==> config.mk <==
export PLATFORM = sky130hd
export DESIGN_NAME = kws_uart_infer_ctrl
export DESIGN_NICKNAME = d
export VERILOG_FILES = /design/src/rtl/kws_uart_infer_ctrl.sv
export SDC_FILE = /design/constraint.sdc
export NUM_CORES = 1
export LEC_CHECK = 0
export CAP_MARGIN = 20
export CELL_PAD_IN_SITES_DETAIL_PLACEMENT = 0
export CELL_PAD_IN_SITES_GLOBAL_PLACEMENT = 1
export CORE_MARGIN = 4
export CORE_UTILIZATION = 42
export DETAILED_ROUTE_END_ITERATION = 10
export PLACE_DENSITY_LB_ADDON = 0.08
export SLEW_MARGIN = 20
export SYNTH_ARGS = -nofsm -noshare
export SYNTH_HDL_FRONTEND = slang
export SYNTH_SLANG_ARGS = --single-unit
==> constraint.sdc <==
create_clock -name sys_clock -period 3.9 [get_ports sys_clock]
set_input_delay 0.78 -clock sys_clock [delete_from_list [all_inputs] [get_ports sys_clock]]
set_output_delay 0.78 -clock sys_clock [all_outputs]
set_load 0.005 [all_outputs]
==> src/rtl/kws_uart_infer_ctrl.sv <==
// -----------------------------------------------------------------------------
// kws_uart_infer_ctrl
//
// Bridges a byte-oriented UART link to a keyword-spotting accelerator that has
// AXI-Stream input and result ports.
//
// Operation:
//   - In IDLE, a 0xA5 sync byte on the rx side opens a frame. Every other byte
//     is discarded.
//   - In LOAD, the next N_IN_BYTES rx bytes are forwarded one at a time to the
//     accelerator input stream through a one-entry holding register.
//   - In WAIT_OUT, the block waits for the one-byte class result and counts
//     latency cycles, giving up after TIMEOUT_CYCLES.
//   - In SEND, a 6-byte response goes out on the tx side:
//       status, class, latency[7:0], latency[15:8], latency[23:16], latency[31:24]
//
// The UART receiver has no backpressure. A byte that arrives while the holding
// register is still occupied is dropped. It still counts toward the frame
// length, so the frame always closes after N_IN_BYTES rx bytes. The response
// then reports status 0xEF (overrun).
//
// Ports:
//   sys_clock     : single clock, rising edge
//   reset         : synchronous, active-high
//   rx_data/valid : received UART byte, one-cycle strobe, no backpressure
//   tx_data/valid/ready : response byte towards the UART transmitter
//   m_axis_*      : accelerator input stream (8-bit beats)
//   s_axis_*      : accelerator result stream (class index)
//   busy          : high whenever the FSM is not in IDLE
//   dbg_state     : current FSM state (0 IDLE, 1 LOAD, 2 WAIT_OUT, 3 SEND)
//
// Handshake rule for every valid/ready pair on this block: a transfer happens
// on a rising edge where valid and ready are both high. Once valid is raised
// it stays high, with data unchanged, until that transfer (reset excepted).
// -----------------------------------------------------------------------------
module kws_uart_infer_ctrl #(
  parameter int N_IN_BYTES     = 490,
  parameter int TIMEOUT_CYCLES = 10000000
) (
  input  logic       sys_clock,
  input  logic       reset,
  input  logic [7:0] rx_data,
  input  logic       rx_valid,
  output logic [7:0] tx_data,
  output logic       tx_valid,
  input  logic       tx_ready,
  output logic [7:0] m_axis_tdata,
  output logic       m_axis_tvalid,
  input  logic       m_axis_tready,
  input  logic [7:0] s_axis_tdata,
  input  logic       s_axis_tvalid,
  output logic       s_axis_tready,
  output logic       busy,
  output logic [1:0] dbg_state
);

  // Wide enough to hold the value N_IN_BYTES itself.
  localparam int CNT_W = $clog2(N_IN_BYTES + 1);
  localparam logic [CNT_W-1:0] N_LAST    = CNT_W'(N_IN_BYTES);
  localparam logic [31:0]      TIMEOUT_L = 32'(TIMEOUT_CYCLES);

  localparam logic [7:0] SYNC_BYTE     = 8'hA5;
  localparam logic [7:0] ST_OK         = 8'h00;
  localparam logic [7:0] ST_OVERRUN    = 8'hEF;
  localparam logic [7:0] ST_TIMEOUT    = 8'hEE;
  localparam logic [7:0] CLASS_TIMEOUT = 8'hFF;
  localparam logic [2:0] LAST_TX_IDX   = 3'd5;

  typedef enum logic [1:0] {
    S_IDLE     = 2'd0,
    S_LOAD     = 2'd1,
    S_WAIT_OUT = 2'd2,
    S_SEND     = 2'd3
  } state_t;

  state_t state;
  state_t next_state;

  // Datapath registers
  logic             hold_full;
  logic [7:0]       hold_data;
  logic [CNT_W-1:0] in_count;
  logic [31:0]      latency;
  logic [7:0]       status;
  logic [7:0]       result_class;
  logic [2:0]       tx_idx;

  // Per-cycle events
  logic             sync_seen;
  logic             m_hs;
  logic             s_hs;
  logic             tx_hs;
  logic             rx_take;
  logic             rx_capture;
  logic             rx_drop;
  logic             full_next;
  logic [CNT_W-1:0] count_next;
  logic             load_done;
  logic             timeout_hit;

  always_comb begin
    sync_seen = (state == S_IDLE) && rx_valid && (rx_data == SYNC_BYTE);
    m_hs      = hold_full && m_axis_tready;
    s_hs      = (state == S_WAIT_OUT) && s_axis_tvalid;
    tx_hs     = (state == S_SEND) && tx_ready;

    // Bytes beyond the frame length are ignored. This only matters while the
    // last byte is still waiting in the holding register.
    rx_take    = (state == S_LOAD) && rx_valid && (in_count != N_LAST);
    // The register can take a new byte when it is empty, or when it empties
    // on this same edge.
    rx_capture = rx_take && (!hold_full || m_hs);
    rx_drop    = rx_take && hold_full && !m_hs;

    if (rx_capture) begin
      full_next = 1'b1;
    end else if (m_hs) begin
      full_next = 1'b0;
    end else begin
      full_next = hold_full;
    end

    count_next = rx_take ? (in_count + CNT_W'(1)) : in_count;

    // The frame is complete once every byte has been counted and the last
    // surviving byte has been handed to the accelerator.
    load_done   = (state == S_LOAD) && (count_next == N_LAST) && !full_next;

    // Only checked when no result handshake happens on the same edge. In
    // that case the result wins.
    timeout_hit = (state == S_WAIT_OUT) && (latency >= TIMEOUT_L);
  end

  // ---------------------------------------------------------------------------
  // FSM: state register
  // ---------------------------------------------------------------------------
  always_ff @(posedge sys_clock) begin
    if (reset) begin
      state <= S_IDLE;
    end else begin
      state <= next_state;
    end
  end

  // ---------------------------------------------------------------------------
  // FSM: next-state logic
  // ---------------------------------------------------------------------------
  always_comb begin
    next_state = state;
    case (state)
      S_IDLE: begin
        if (sync_seen) begin
          next_state = S_LOAD;
        end
      end
      S_LOAD: begin
        if (load_done) begin
          next_state = S_WAIT_OUT;
        end
      end
      S_WAIT_OUT: begin
        if (s_hs || timeout_hit) begin
          next_state = S_SEND;
        end
      end
      S_SEND: begin
        if (tx_hs && (tx_idx == LAST_TX_IDX)) begin
          next_state = S_IDLE;
        end
      end
      default: next_state = S_IDLE;
    endcase
  end

  // ---------------------------------------------------------------------------
  // FSM: outputs
  // ---------------------------------------------------------------------------
  // tx_data is selected from registers that do not change during SEND. It
  // therefore stays stable while a byte is stalled. After reset every source
  // register is zero, so tx_data reads 0x00.
  always_comb begin
    busy          = (state != S_IDLE);
    s_axis_tready = (state == S_WAIT_OUT);
    tx_valid      = (state == S_SEND);
    case (tx_idx)
      3'd0:    tx_data = status;
      3'd1:    tx_data = result_class;
      3'd2:    tx_data = latency[7:0];
      3'd3:    tx_data = latency[15:8];
      3'd4:    tx_data = latency[23:16];
      default: tx_data = latency[31:24];
    endcase
  end

  assign m_axis_tdata  = hold_data;
  assign m_axis_tvalid = hold_full;
  assign dbg_state     = state;

  // ---------------------------------------------------------------------------
  // Datapath
  // ---------------------------------------------------------------------------
  always_ff @(posedge sys_clock) begin
    if (reset) begin
      hold_full    <= 1'b0;
      hold_data    <= 8'h00;
      in_count     <= '0;
      latency      <= 32'd0;
      status       <= ST_OK;
      result_class <= 8'h00;
      tx_idx       <= 3'd0;
    end else begin
      case (state)
        S_IDLE: begin
          if (sync_seen) begin
            in_count <= '0;
            latency  <= 32'd0;
            status   <= ST_OK;
          end
        end

        S_LOAD: begin
          hold_full <= full_next;
          in_count  <= count_next;
          if (rx_capture) begin
            hold_data <= rx_data;
          end
          if (rx_drop) begin
            status <= ST_OVERRUN;
          end
          if (load_done) begin
            latency <= 32'd0;
          end
        end

        S_WAIT_OUT: begin
          if (s_hs) begin
            // The latency counter freezes at its current value.
            result_class <= s_axis_tdata;
          end else if (timeout_hit) begin
            // A timeout replaces any overrun status.
            status       <= ST_TIMEOUT;
            result_class <= CLASS_TIMEOUT;
          end else if (latency != 32'hFFFF_FFFF) begin
            latency <= latency + 32'd1;
          end
        end

        S_SEND: begin
          if (tx_hs) begin
            tx_idx <= (tx_idx == LAST_TX_IDX) ? 3'd0 : (tx_idx + 3'd1);
          end
        end

        default: begin
          hold_full <= 1'b0;
        end
      endcase
    end
  end

endmodule

* Word-level counts from Yosys, hierarchy flattened *
Index checks and enable logic that the tools add are counted.

storage, ports and cells
  output and inout bits = 22
  logic and storage cells = 90
  bits in registers = 71

operators by class
  add/subtract/negate cells = 3
  order comparisons = 1
  multiplexer cells = 25
  equality and inequality tests = 21
  reductions and logical operators = 32

operators by type and width
  cell                                                   count
  2-to-1 mux 32 bit                                      5
  case mux 32 bit (3 select lines)                       1
  2-to-1 mux 8 bit                                       6
  case mux 8 bit (5 select lines)                        1
  adder 32 x 1 -> 32 bit, second input constant          1
  >= comparator 32 x 24 -> 1 bit, second input constant  1
  inequality test 32 bit, second input constant          1
  case mux 8 bit (3 select lines)                        1
  2-to-1 mux 9 bit                                       2
  case mux 9 bit (2 select lines)                        1
  logical AND 1 bit                                      14
  inequality test 2 bit, second input constant           5
  adder 9 x 1 -> 9 bit, second input constant            1
  == test 9 bit, second input constant                   1
  inequality test 9 bit, second input constant           1
  == test 8 bit, second input constant                   1
  2-to-1 mux 2 bit                                       4
  inequality test 2 x 1 -> 1 bit, second input constant  4
  case mux 2 bit (4 select lines)                        1
  AND reduction 2 bit                                    4
  == test 3 x 2 -> 1 bit, second input constant          2
  == test 3 bit, second input constant                   2
  AND reduction 6 bit                                    1
  nonzero test 2 bit                                     3
  other kinds (13)                                       18

* Logic depth before layout (Yosys ltp) *
  word-level depth = 9
  depth in mapped cells = 12
  gate-level depth less buffers = 9

* Worst setup path before layout *
No wires, ideal clock.

  path type = in2reg
  from = input rx_valid
  to = register latency[2]
  setup time = 70 ps
  required time = 3830 ps
  stages = 9
  data arrival time = 2845 ps
  buffers on the path = 2
  setup slack = 984 ps
  cells stage by stage = and4_1 > buf_6 > and2_4 > o41a_1 > a2111oi_4 > o211ai_2 > buf_6 > or4_1 > a21oi_1

on the way
  cells in the longest elaborated chain, start to end = 8
  elaborated cells on any way between the ends = 14
  classes of those cells = 3 x eq/ne; 2 x mux; 9 x reduce/logical

RTL lines
  element                                                 line      text
  start: declaration                                      43        input logic rx_valid,
  logical AND 1 bit (2 in a row)                          109       rx_take = (state == S_LOAD) && rx_valid && (in_count != N_LAST);
  2-to-1 mux 9 bit or logical AND 1 bit (tied branches)   123, 112
  == test 9 bit or 2-to-1 mux 1 bit (tied branches)       127, 115
  logical AND 1 bit or logical NOT 1 bit (tied branches)  127       load_done = (state == S_LOAD) && (count_next == N_LAST) && !full_next;
  logical AND 1 bit                                       127
  inequality test 2 bit (no source line)                  --
  AND reduction 6 bit (no source line) *                  --
  end signal: assignment                                  244       latency <= latency + 32'd1;
  end: declaration                                        83        logic [31:0] latency;

Every way passes the cells marked *; elsewhere a longest branch is shown, timed or not.
A chain may end at the register's enable or synchronous reset.

* Final worst setup path *
  from = register tx_idx[2]
  to = output tx_data[6]

on the way
  cells in the longest elaborated chain, start to end = 2
  elaborated cells on any way between the ends = 6
  classes of those cells = 4 x eq/ne; 1 x mux; 1 x reduce/logical

RTL lines
  element                                line  text
  start: declaration                     86    logic [2:0] tx_idx;
  start signal: assignment               250   tx_idx <= (tx_idx == LAST_TX_IDX) ? 3'd0 : (tx_idx + 3'd1);
  == test 3 bit (tied with other cells)  185   case (tx_idx)
  case mux 8 bit (5 select lines) *      185
  end: declaration                       44    output logic [7:0] tx_data,

Marked as above.

==> flow_results.org <==
** Run status
- The flow ran to the end, and the final reports show no timing, DRC or antenna violations.

** Logic synthesis
- Post-synthesis instance area :: 3680 µm²
- Share of the yosys chip area belonging to registers :: 35.3%
- In this run, synthesis inferred 0 flip-flops with an integrated enable.
- Yosys warnings :: 0
- The average instance in the mapped netlist occupies 8.06 µm².
- After synthesis the netlist holds a flip-flop and latch count of 65.
- Post-synthesis cell count :: 457
- Synthesis instantiated 62 different standard cells from the library.
- Synthesized Nets :: 489
- Of all cell types, the one taking the most synthesized area is sky130_fd_sc_hd__dfxtp_1.
- Top cells by area, synth :: sky130_fd_sc_hd__dfxtp_1 (35%), sky130_fd_sc_hd__nor2_1 (4.6%), sky130_fd_sc_hd__nand2_1 (4.3%)
- The top cell type by area accounts for 35.3% of the synthesized area.
- Dominant register cell in the synthesized netlist :: sky130_fd_sc_hd__dfxtp_1
- After synthesis, the share of flip-flops with an asynchronous set or reset is 0%.

** Hold path
- Hold Crit Class :: flip-flop to flip-flop
- The startpoint identified for the worst hold timing path is latency[26].

** Global route
- Overall fraction of global-route tracks in use :: 22.6%
- Summed over all layers, the global routing overflow is 0.
- The number of antenna violations at the first check in global routing was 0.
- Entering global routing, the biggest net connects 56 pins.
- The via count of the first global-routing pass is 3533.
- Global-route wire length before repair :: 18400 µm

** Setup path
- The worst setup path is launched from a flip-flop.
- Data on the critical path arrives at its endpoint at 2.85 ns.
- For the worst setup path, the data required time is 3.12 ns.
- The worst setup path is of the flip-flop to output pin kind.
- The setup check on the worst reg-to-reg path leaves a slack of 0.54 ns.
- Worst reg2reg startpoint :: dbg_state[1]
- The worst setup path is captured at an output pin.
- Crit Path Max Fanout :: 12
- Startpoint of the worst setup timing path :: tx_idx[2]

** Drt
- Dividing the detail-routed wire length by the instance count gives 18.6 µm.
- The routed layout has 3702 vias.
- First-pass DRT Iterations :: 5
- Residual DRC :: 0
- Vias per inst :: 6.14
- Final wirelength :: 11200 µm
- Iteration-0 DRC Markers :: 200
- Antenna Violating Nets Remaining :: 0

** Die
- Starting utilization of the core area :: 43.9%
- The floorplan step defined a die boundary enclosing 10300 µm².
- The total area inside the core boundary comes to 8380 µm².
- In this run the core area contains 33 standard-cell rows.
- Die height :: 102 µm
- Number of top-level pins :: 44
- From left edge to right edge, the die measures 102 µm.

** Final layout
- Inserted Diodes :: 0
- Relative to the synthesized area, the layout overhead comes to 19.6%.
- For this run, the number of standard cells in the final layout without fillers is 603.
- The net count of the finished layout is 527.
- Fraction of layout instances using a drive strength above 1 :: 8.63%

** Clock tree
- Counting along the longest clock path gives a buffer depth of 2.
- Number of sinks on the clock net :: 65
- Post-CTS repair timing setup buffer count :: 0
- Clock tree from TritonCTS :: built
- Cell chosen for the clock root :: sky130_fd_sc_hd__clkbuf_8
- In this run the number of H-tree levels came out at 3.
- Buffers inserted during clock tree synthesis total 9.
- Hold buffer count at cts :: 0
- Clock slew seen by the registers of the worst setup and hold paths :: 0.07 ns
- For the worst-skew pair, the clock arrives at the later sink with an insertion delay of 0.34 ns.

** Timing
- Headroom to the max-slew limit came out at 51.6%.
- Tcrit/Tclk final :: 93.1%
- Highest clock frequency the design can meet :: 276 MHz
- Finish-stage setup viols :: 0
- Total Neg Setup Slack :: 0 ns
- The count of final max-slew check failures was 0.
- Count of final hold-check violations :: 0
- Setup repair after global routing left no endpoint under its margin.
- On the final layout, the worst hold slack is 0.496 ns.
- The routed design could run at a clock period as short as 3.63 ns.
- Slew at the pin with the worst max-slew slack :: 0.718 ns
- Fin Clk Skew :: 0.00633 ns

** Power and ir drop
- Across the VDD grid, the largest voltage drop is 219 µV.
- For this design the static power due to leakage is 1.41 nW.
- Power spread over the standard cell area amounts to 386 nW/µm².

** Place
- Gpl congestion :: 0.886
- The count of buffers added on input and output ports is 43.
- Once detailed placement completed, the half-perimeter wirelength came to 8030 µm.
- Once placement completed, the tool counted placed cells totaling 589.

** Job
- The tool flagged a number of max-cap violations equal to 0.
-- final timing paths --
kind | cells after the start | to
worst max-delay path | 6 | tx_data[6]
worst min-delay path | 1 | latency[26]
worst max register to register | 9 | latency[10]
worst min register to register | 1 | latency[26]
-- cells in the mapped netlist (7+ instances only) --
cell	instances
sky130_fd_sc_hd__nand3_1	21
sky130_fd_sc_hd__a22oi_1	11
sky130_fd_sc_hd__nor3b_1	7
sky130_fd_sc_hd__ha_1	10
sky130_fd_sc_hd__nand2_1	42
sky130_fd_sc_hd__o21ai_0	30
sky130_fd_sc_hd__and2_1	7
sky130_fd_sc_hd__dfxtp_1	65
sky130_fd_sc_hd__clkbuf_1	21
sky130_fd_sc_hd__a31oi_1	7
sky130_fd_sc_hd__nor3_1	17
sky130_fd_sc_hd__nor4_1	8
sky130_fd_sc_hd__o221a_2	8
sky130_fd_sc_hd__inv_1	14
sky130_fd_sc_hd__a21oi_1	29
sky130_fd_sc_hd__mux2i_1	12
sky130_fd_sc_hd__nor2_1	45
sky130_fd_sc_hd__nand4_1	9
-- what timing repair did --
action	in CTS	in global routing
resized for setup	0	1
endpoints found under the hold margin	0	0
setup endpoints to repair	0	1
-- power breakdown --
part / internal [mW] / switching (mW)
clock network: 0.341 / 0.261
registers: 0.684 / 0.0163
logic: 0.161 / 0.236
total: 1.19 / 0.514
-- layout make-up --
class                      count  area [µm²]
clock inverter                 2        37.5
fill                         841        3980
tap                          105         131
timing repair buffer          52         493
sequential                    65        1300
multi-input combinational    352        2220
inverter                      15        56.3
clock buffer                  12         165
-- critical path, cell delays in order, from the launching register on --
cell                              delay [ns]
sky130_fd_sc_hd__dfxtp_1                0.44
sky130_fd_sc_hd__inv_1                  0.21
sky130_fd_sc_hd__ha_1                   0.37
sky130_fd_sc_hd__a21o_1                 0.38
sky130_fd_sc_hd__o41ai_2                0.25
sky130_fd_sc_hd__o32a_1                 0.40
sky130_fd_sc_hd__clkdlybuf4s50_1        0.45
-- stage by stage --
| step | power (mW) | util (%) | instance area, µm² | worst slack, ns |
|---|---|---|---|---|
| final | 1.70 | 52.6 | 4410 | 0.271 |
| after detailed placement | 1.11 | 50.0 | 4190 | 0.158 |
| after global placement | 1.10 | 50.0 | 4190 | 0.223 |
| after CTS | 1.71 | 52.5 | 4400 | 0.0740 |
| after floorplan | 0.939 | - | 3680 | 0.984 |
| after global routing | 1.78 | 52.6 | 4410 | 0.117 |
-- routing by layer --
metal | share of wire (%) | GRT usage, %
met1 | 47 | 32.3
met2 | 46 | 34.3
met3 | 5.0 | 3.79
met4 | 1.9 | 7.87
met5 | 0 | 0
-- state kept, by name (all words and copies together) (netlist names) --
signal and flops:
dbg_state 2, latency 32, m_axis_tvalid 1, tx_idx 3, in_count 9, result_class 8, status 2, m_axis_tdata 8
-- cells by family after synthesis --
group / Yosys count / synth area share (%)
AND/OR/NAND/NOR: 191 / 26.5
AO/OA/AOI/OAI: 136 / 26.2
flip-flops: 65 / 35.3
buffers and inverters: 40 / 4.62
multiplexers: 12 / 3.26
adder cells (fa/ha/maj): 10 / 3.40
XOR/XNOR: 3 / 0.713
-- placed cells by master, fill, tap and decap left out, types with 4 or more instances in the layout --
| cell | instances |
|---|---|
| sky130_fd_sc_hd__nand4_1 | 9 |
| sky130_fd_sc_hd__buf_4 | 9 |
| sky130_fd_sc_hd__a22oi_1 | 11 |
| sky130_fd_sc_hd__o21a_1 | 4 |
| sky130_fd_sc_hd__nor4_1 | 8 |
| sky130_fd_sc_hd__dfxtp_1 | 64 |
| sky130_fd_sc_hd__clkdlybuf4s50_1 | 42 |
| sky130_fd_sc_hd__nand2_1 | 42 |
| sky130_fd_sc_hd__a21oi_1 | 29 |
| sky130_fd_sc_hd__clkbuf_8 | 12 |
| sky130_fd_sc_hd__o22a_1 | 5 |
| sky130_fd_sc_hd__o21ai_1 | 4 |
| sky130_fd_sc_hd__o221a_2 | 8 |
| sky130_fd_sc_hd__and3_1 | 5 |
| sky130_fd_sc_hd__mux2i_1 | 12 |
| sky130_fd_sc_hd__nor3b_1 | 7 |
| sky130_fd_sc_hd__and2_1 | 7 |
| sky130_fd_sc_hd__nand3_1 | 21 |
| sky130_fd_sc_hd__o21ai_0 | 30 |
| sky130_fd_sc_hd__a211oi_1 | 5 |
| sky130_fd_sc_hd__nor2b_1 | 6 |
| sky130_fd_sc_hd__ha_1 | 10 |
| sky130_fd_sc_hd__inv_1 | 14 |
| sky130_fd_sc_hd__nor2_1 | 45 |
| sky130_fd_sc_hd__nor3_1 | 17 |
| sky130_fd_sc_hd__or4_1 | 5 |
| sky130_fd_sc_hd__a311oi_1 | 5 |
| sky130_fd_sc_hd__or3_1 | 5 |
| sky130_fd_sc_hd__a31oi_1 | 7 |
Power figures use the tool's default switching activity.
